<file path="config.mk">
export PLATFORM = sky130hd
export DESIGN_NAME = id_hazard_scoreboard
export DESIGN_NICKNAME = d
export VERILOG_FILES = /design/src/rtl/pipe_pkg.sv /design/src/rtl/id_hazard_scoreboard_tag_match.sv /design/src/rtl/id_hazard_scoreboard.sv
export SDC_FILE = /design/constraint.sdc
export NUM_CORES = 1
export LEC_CHECK = 0
export CAP_MARGIN = 10
export CORE_AREA = 5 5 94 96
export CTS_BUF_LIST = sky130_fd_sc_hd__clkbuf_16
export CTS_CLUSTER_SIZE = 30
export DETAILED_ROUTE_END_ITERATION = 12
export DIE_AREA = 0 0 99 101
export GPL_TIMING_DRIVEN = 0
export HOLD_SLACK_MARGIN = 0.12
export MAX_ROUTING_LAYER = met4
export PLACE_DENSITY = 0.56
export SYNTH_ARGS = -nofsm -noshare
export SYNTH_HDL_FRONTEND = slang
export SYNTH_HIERARCHICAL = 1
export SYNTH_SLANG_ARGS = --single-unit
</file>
<file path="constraint.sdc">
create_clock -name clk -period 5.4 [get_ports clk]
set_input_delay 0.81 -clock clk [delete_from_list [all_inputs] [get_ports clk]]
set_output_delay 0.81 -clock clk [all_outputs]
set_load 0.03 [all_outputs]
</file>
<file path="src/rtl/pipe_pkg.sv">
// Shared types for the ID-stage hazard scoreboard: in-flight register tags,
// the interlock FSM state encoding and the hard-wired zero register.
package pipe_pkg;

    typedef struct packed {
        logic       v;
        logic [4:0] a;
    } reg_tag_t;

    typedef enum logic [1:0] {
        RUN     = 2'd0,
        STALL   = 2'd1,
        RECOVER = 2'd2
    } hz_state_t;

    localparam logic [4:0] REG_ZERO = 5'd0;
    localparam reg_tag_t   TAG_NONE = '{v: 1'b0, a: REG_ZERO};

endpackage

</file>
<file path="src/rtl/id_hazard_scoreboard_tag_match.sv">
// Compares one ID source address against the three in-flight destination
// tags. The WB tag only counts when the register file cannot bypass a WB
// write into a same-cycle ID read. Register 0 never hits.
module tag_match
    import pipe_pkg::*;
(
    input  reg_tag_t   tag_ex,
    input  reg_tag_t   tag_mem,
    input  reg_tag_t   tag_wb,
    input  logic       wb_en,
    input  logic [4:0] addr,
    output logic       hit
);

    logic hit_ex;
    logic hit_mem;
    logic hit_wb;

    // Per-stage address compare, qualified by tag valid.
    always_comb begin
        hit_ex  = tag_ex.v  && (tag_ex.a  == addr);
        hit_mem = tag_mem.v && (tag_mem.a == addr);
        hit_wb  = wb_en && tag_wb.v && (tag_wb.a == addr);
        hit     = (addr != REG_ZERO) && (hit_ex || hit_mem || hit_wb);
    end

endmodule

</file>
<file path="src/rtl/id_hazard_scoreboard.sv">
// ID-stage register-read interlock for the 5-stage pipeline (no forwarding).
// Holds a reader in ID until every in-flight producer of its sources has
// reached the register file, sequences flush recovery, and counts stall
// cycles for debug.
//
// state   | meaning
// --------+-------------------------------------------------------------
// RUN     | normal issue, no interlock pending
// STALL   | reader held in ID waiting for a producer to write back
// RECOVER | one cycle after a flush; wrong-path IF/ID content is bubbled
module id_hazard_scoreboard
    import pipe_pkg::*;
#(
    parameter int WB_BYPASS = 0,
    parameter int CNT_W     = 16
) (
    input  logic             clk,
    input  logic             rst_ID,
    input  logic             id_valid,
    input  logic [4:0]       id_rs,
    input  logic [4:0]       id_rt,
    input  logic             id_rs_used,
    input  logic             id_rt_used,
    input  logic [4:0]       id_dst,
    input  logic             id_dst_we,
    input  logic             flush,
    output logic             pause_IF,
    output logic             bubble_EX,
    output logic [CNT_W-1:0] stall_cnt
);

    localparam logic WB_EN = (WB_BYPASS == 0);

    reg_tag_t         tag_ex_q,  tag_ex_d;
    reg_tag_t         tag_mem_q, tag_mem_d;
    reg_tag_t         tag_wb_q,  tag_wb_d;
    hz_state_t        state_q,   state_d;
    logic [CNT_W-1:0] stall_cnt_q, stall_cnt_d;

    logic rs_hit;
    logic rt_hit;
    logic hz;

    tag_match u_match_rs (
        .tag_ex  (tag_ex_q),
        .tag_mem (tag_mem_q),
        .tag_wb  (tag_wb_q),
        .wb_en   (WB_EN),
        .addr    (id_rs),
        .hit     (rs_hit)
    );

    tag_match u_match_rt (
        .tag_ex  (tag_ex_q),
        .tag_mem (tag_mem_q),
        .tag_wb  (tag_wb_q),
        .wb_en   (WB_EN),
        .addr    (id_rt),
        .hit     (rt_hit)
    );

    // Hazard detect and pipeline control; flush always wins over a stall.
    // Reset gating keeps both controls low while rst_ID is held, whatever
    // flush is doing.
    always_comb begin
        hz        = id_valid && ((id_rs_used && rs_hit) || (id_rt_used && rt_hit));
        pause_IF  = !rst_ID && hz && !flush;
        bubble_EX = !rst_ID && (hz || flush || (state_q == RECOVER));
        stall_cnt = stall_cnt_q;
    end

    // Next tag values: shift down the pipe, squash EX on flush, and only
    // tag an ID instruction that really issues and writes a nonzero register.
    always_comb begin
        tag_wb_d  = tag_mem_q;
        tag_mem_d = flush ? TAG_NONE : tag_ex_q;
        tag_ex_d  = TAG_NONE;
        if (id_valid && id_dst_we && (id_dst != REG_ZERO) && !bubble_EX) begin
            tag_ex_d = '{v: 1'b1, a: id_dst};
        end
    end

    // Interlock FSM next state; RECOVER lasts exactly one cycle unless
    // another flush arrives.
    always_comb begin
        state_d = state_q;
        if (flush) begin
            state_d = RECOVER;
        end else begin
            case (state_q)
                RUN:     if (hz) state_d = STALL;
                STALL:   if (!hz) state_d = RUN;
                RECOVER: state_d = RUN;
                default: state_d = RUN;
            endcase
        end
    end

    // Saturating count of cycles in which fetch was paused.
    always_comb begin
        stall_cnt_d = stall_cnt_q;
        if (pause_IF && (stall_cnt_q != {CNT_W{1'b1}})) begin
            stall_cnt_d = stall_cnt_q + CNT_W'(1);
        end
    end

    // State registers with asynchronous clear.
    always_ff @(posedge clk or posedge rst_ID) begin
        if (rst_ID) begin
            tag_ex_q    <= TAG_NONE;
            tag_mem_q   <= TAG_NONE;
            tag_wb_q    <= TAG_NONE;
            state_q     <= RUN;
            stall_cnt_q <= '0;
        end else begin
            tag_ex_q    <= tag_ex_d;
            tag_mem_q   <= tag_mem_d;
            tag_wb_q    <= tag_wb_d;
            state_q     <= state_d;
            stall_cnt_q <= stall_cnt_d;
        end
    end

endmodule
</file>
==> impl_results.md <==
* Number of iterations in the first detailed-routing pass at 4
* Mean instance size in the synthesized netlist at 11.1 um2
* Hold slack final at 0.404 ns
* Leakage power total at about 0.0012 uW
* Clock sinks at 36
* Area overhead of the layout relative to synthesis at 37.0%
* Proportion of power drawn by flip-flops and latches at between 40% and 50%
* Fraction of final layout cells with drive strength greater than 1 at between 10% and 20%
* Int Power at 520 uW
* Starting density of the core at 24.0%
* Number of setup buffers added after CTS at 0
* Number of distinct library cells after synthesis at 37
* Startpoint types: input pin
* Number of top-level design ports at 40
* H-tree level count at 2
* Total overflow reported by the global router at 0
* Antenna violations before repair at 0
* First-pass GRT wire length at 7.67 mm
* Worst Setup End Kind: output pin
* Insertion delay to the later sink of the worst-skew pair at 0.28 ns
* Shortest period the worst path allows at 4.36 ns
* Total length of routed wires at 4.47 mm
* Post-synthesis sequential area ratio at a little under half
* Post-route worst setup slack at approximately 1.0 ns
* Fill cell count at 801
* Library cell with the highest instance count after synthesis: sky130_fd_sc_hd__xor2_1
* Hold violation total from the final report at 0
* Starting DRT DRC Count at 48
* Result of the run: finished clean
* Post-synthesis cell type with the largest combined area: sky130_fd_sc_hd__dfrtp_1
* Worst-margin pin slew at 0.802 ns
* HPWL after detailed placement at 3.39 mm
* Clk Tree Root Cell: sky130_fd_sc_hd__clkbuf_16
* RSZ-0062 raised after global routing: false
* Area occupied by multi-input gates at 935 um2
* GP Congestion at 0.723
* Highest clock frequency the design can meet at around 230 MHz
* Netlist area before placement at roughly 1900 um2
* Number of buffer cells added on primary ports at 38
* Antenna viol nets, final at 0
* DR DRC count at 0
* Relative slew slack at a little under half
* Clk_skew at 0.00268 ns
* # Max-Cap Violations at 0
* Post-synth top cells: sky130_fd_sc_hd__xor2_1, sky130_fd_sc_hd__dfrtp_1, sky130_fd_sc_hd__nor2_1
* Cells resized by post-CTS repair at 0
* Startpoint-to-endpoint class of the critical path: input pin to output pin
* Top flip-flop cell by instance count after synthesis: sky130_fd_sc_hd__dfrtp_1
* Crit share post-route at 80.7%
* GRT Resource Usage Total at 9.92%
* Worst-case clock buffer depth at 2
* Endpoints failing setup at 0
* Hold WC Path Type: flip-flop to flip-flop
* Cell Rows at 33
* Pin count of the biggest net entering global routing at 20
* Number of storage elements in the synthesis netlist at 36
* Yosys top cell area share at a little under half
* Fraction of registers with async set or reset after synthesis at 100%
* Vias at about 1400
* Worst Setup Slack post-DPL at 1.05 ns
* Crit path required time at between 4 and 5 ns
* Net Switching at ~140 uW
* Detailed-route vias per instance at approximately 4.4
* DIE HEIGHT at 101 um
* Pwr/cell area at roughly 250 nW/um2
* Antenna diode count at 0
* Leading post-synthesis cells by cell area: sky130_fd_sc_hd__dfrtp_1, sky130_fd_sc_hd__xor2_1, sky130_fd_sc_hd__and2b_2, sky130_fd_sc_hd__xnor2_1, sky130_fd_sc_hd__nor3_1
* Post-CTS clock slew at the launch and capture registers of the worst setup and hold paths at 0.05 ns
* Clock share of power at between 40% and 50%
* Number of instances in the synthesized netlist at 172
* Chip width at 99 um
* Area inside the core boundary at 7970 um2
* Finished Cell Area at 2620 um2
* Maximum fanout along the worst path at 10
* Total of hold buffers inserted after clock tree synthesis at 0
* Total area of sequential cells at 901 um2
* Switching power as a share of total power at 21.2%
* Area of the die at 10000 um2
* CP arrival at 3.55 ns
* Post-placement cell area at 2450 um2
* Share of total power in combinational logic at 8.9%
* Synth warn at 6
* Clock tree from TritonCTS: built
* Final core occ at ~33%
* Max Transition Viols Final at 0
* Total Negative Setup Slacks at 0 ns
* Number of global-route vias before repair at 1609
* Net total in the final layout at 242
* Routed len/inst at 13.8 um
* TritonCTS Buffers at 5
* Count of flip-flops with a built-in enable after synthesis at 0
* Maximum ir drop on the vdd rail at roughly 140 uV
[power groups by stage]
stage	clock network, uW	logic (uW)	registers (uW)
CTS	329	60.3	279
finish	322	59.0	279
global placement	0	56.8	284
floorplan	0	26.8	284
global route	341	64.6	280
detailed placement	0	59.5	284
[cell usage in the layout, fill, tap and decap left out, types with 2 or more instances in the layout]
master	instances
sky130_fd_sc_hd__xor2_1	38
sky130_fd_sc_hd__clkdlybuf4s50_1	38
sky130_fd_sc_hd__dfrtp_1	36
sky130_fd_sc_hd__nor2_1	11
sky130_fd_sc_hd__inv_1	11
sky130_fd_sc_hd__nor3_1	10
sky130_fd_sc_hd__nand3_1	7
sky130_fd_sc_hd__nand4_1	6
sky130_fd_sc_hd__and2b_2	6
sky130_fd_sc_hd__xnor2_1	6
sky130_fd_sc_hd__clkbuf_16	5
sky130_fd_sc_hd__nand2_1	4
sky130_fd_sc_hd__nor4_1	4
sky130_fd_sc_hd__nor4_2	3
sky130_fd_sc_hd__and3_1	3
sky130_fd_sc_hd__buf_6	2
sky130_fd_sc_hd__conb_1	2
sky130_fd_sc_hd__a32oi_1	2
sky130_fd_sc_hd__or4_1	2
sky130_fd_sc_hd__a21oi_1	2
[kinds of logic (layout without fill, tap and decap cells)]
kind of cell	count (synthesis)	after routing	synth area share, %
compound gates	10	10	4.13
xor+xnor	44	44	20.2
fa+ha+maj	1	1	0.655
buf+inv	14	61	4.06
flops	36	36	47.2
mux	1	1	0.590
other cells	1	2	0.196
simple gates	65	65	23.0
[flip-flops by register name, indices dropped and copies added (netlist names)]
register and cells:
tag_wb_q 6, stall_cnt 16, tag_mem_q 6, tag_ex_q 6, state_q 2
[critical path, stage by stage]
cell and delay, ns:
sky130_fd_sc_hd__clkdlybuf4s50_1 0.53, sky130_fd_sc_hd__xor2_1 0.21, sky130_fd_sc_hd__nor4_1 0.37, sky130_fd_sc_hd__nand3_1 0.15, sky130_fd_sc_hd__a21oi_1 0.16, sky130_fd_sc_hd__a22o_1 0.31, sky130_fd_sc_hd__nand2_2 0.12, sky130_fd_sc_hd__buf_6 0.16
sky130_fd_sc_hd__inv_1 0.06, sky130_fd_sc_hd__clkdlybuf4s50_1 0.66
[final timing paths]
check                                    endpoint  slack [ns]                    from  cells after the start
min in group asynchronous  state_q[1]$_DFFE_PP0P_        1.13                  rst_ID                      2
hold / removal              tag_wb_q[5]$_DFF_PP0_        0.40  tag_mem_q[5]$_DFF_PP0_                      0
setup reg to reg            tag_ex_q[5]$_DFF_PP0_        2.99  tag_mem_q[3]$_DFF_PP0_                      8
max in group asynchronous   tag_wb_q[1]$_DFF_PP0_        3.72                  rst_ID                      3
hold reg to reg             tag_wb_q[5]$_DFF_PP0_        0.40  tag_mem_q[5]$_DFF_PP0_                      0
setup / recovery                         pause_IF        1.04                id_rt[3]                     10
[metal layers]
metal	track usage, %	wire length, um	up-vias
met5	-	0	-
met1	13.1	2200	682
met4	3.15	51	0
met3	2.28	233	5
li1	-	-	686
met2	15.1	1980	51
[final cells by class]
type | instances | share of cell area (%)
multi-input cells | 123 | 35.7
flip-flops and latches | 36 | 34.4
repair buffers | 39 | 15.6
well taps | 105 | 5.02
clock buffers | 5 | 4.78
plain buffers | 4 | 1.53
clock inverters | 3 | 1.48
inverters | 10 | 1.43
[metrics by stage]
step,instances,power (uW)
2_1_floorplan,173,311
3_3_place_gp,316,340
3_5_place_dp,317,343
4_1_cts,325,669
5_1_grt,325,685
6_report,325,659
Power figures use the tool's default switching activity.
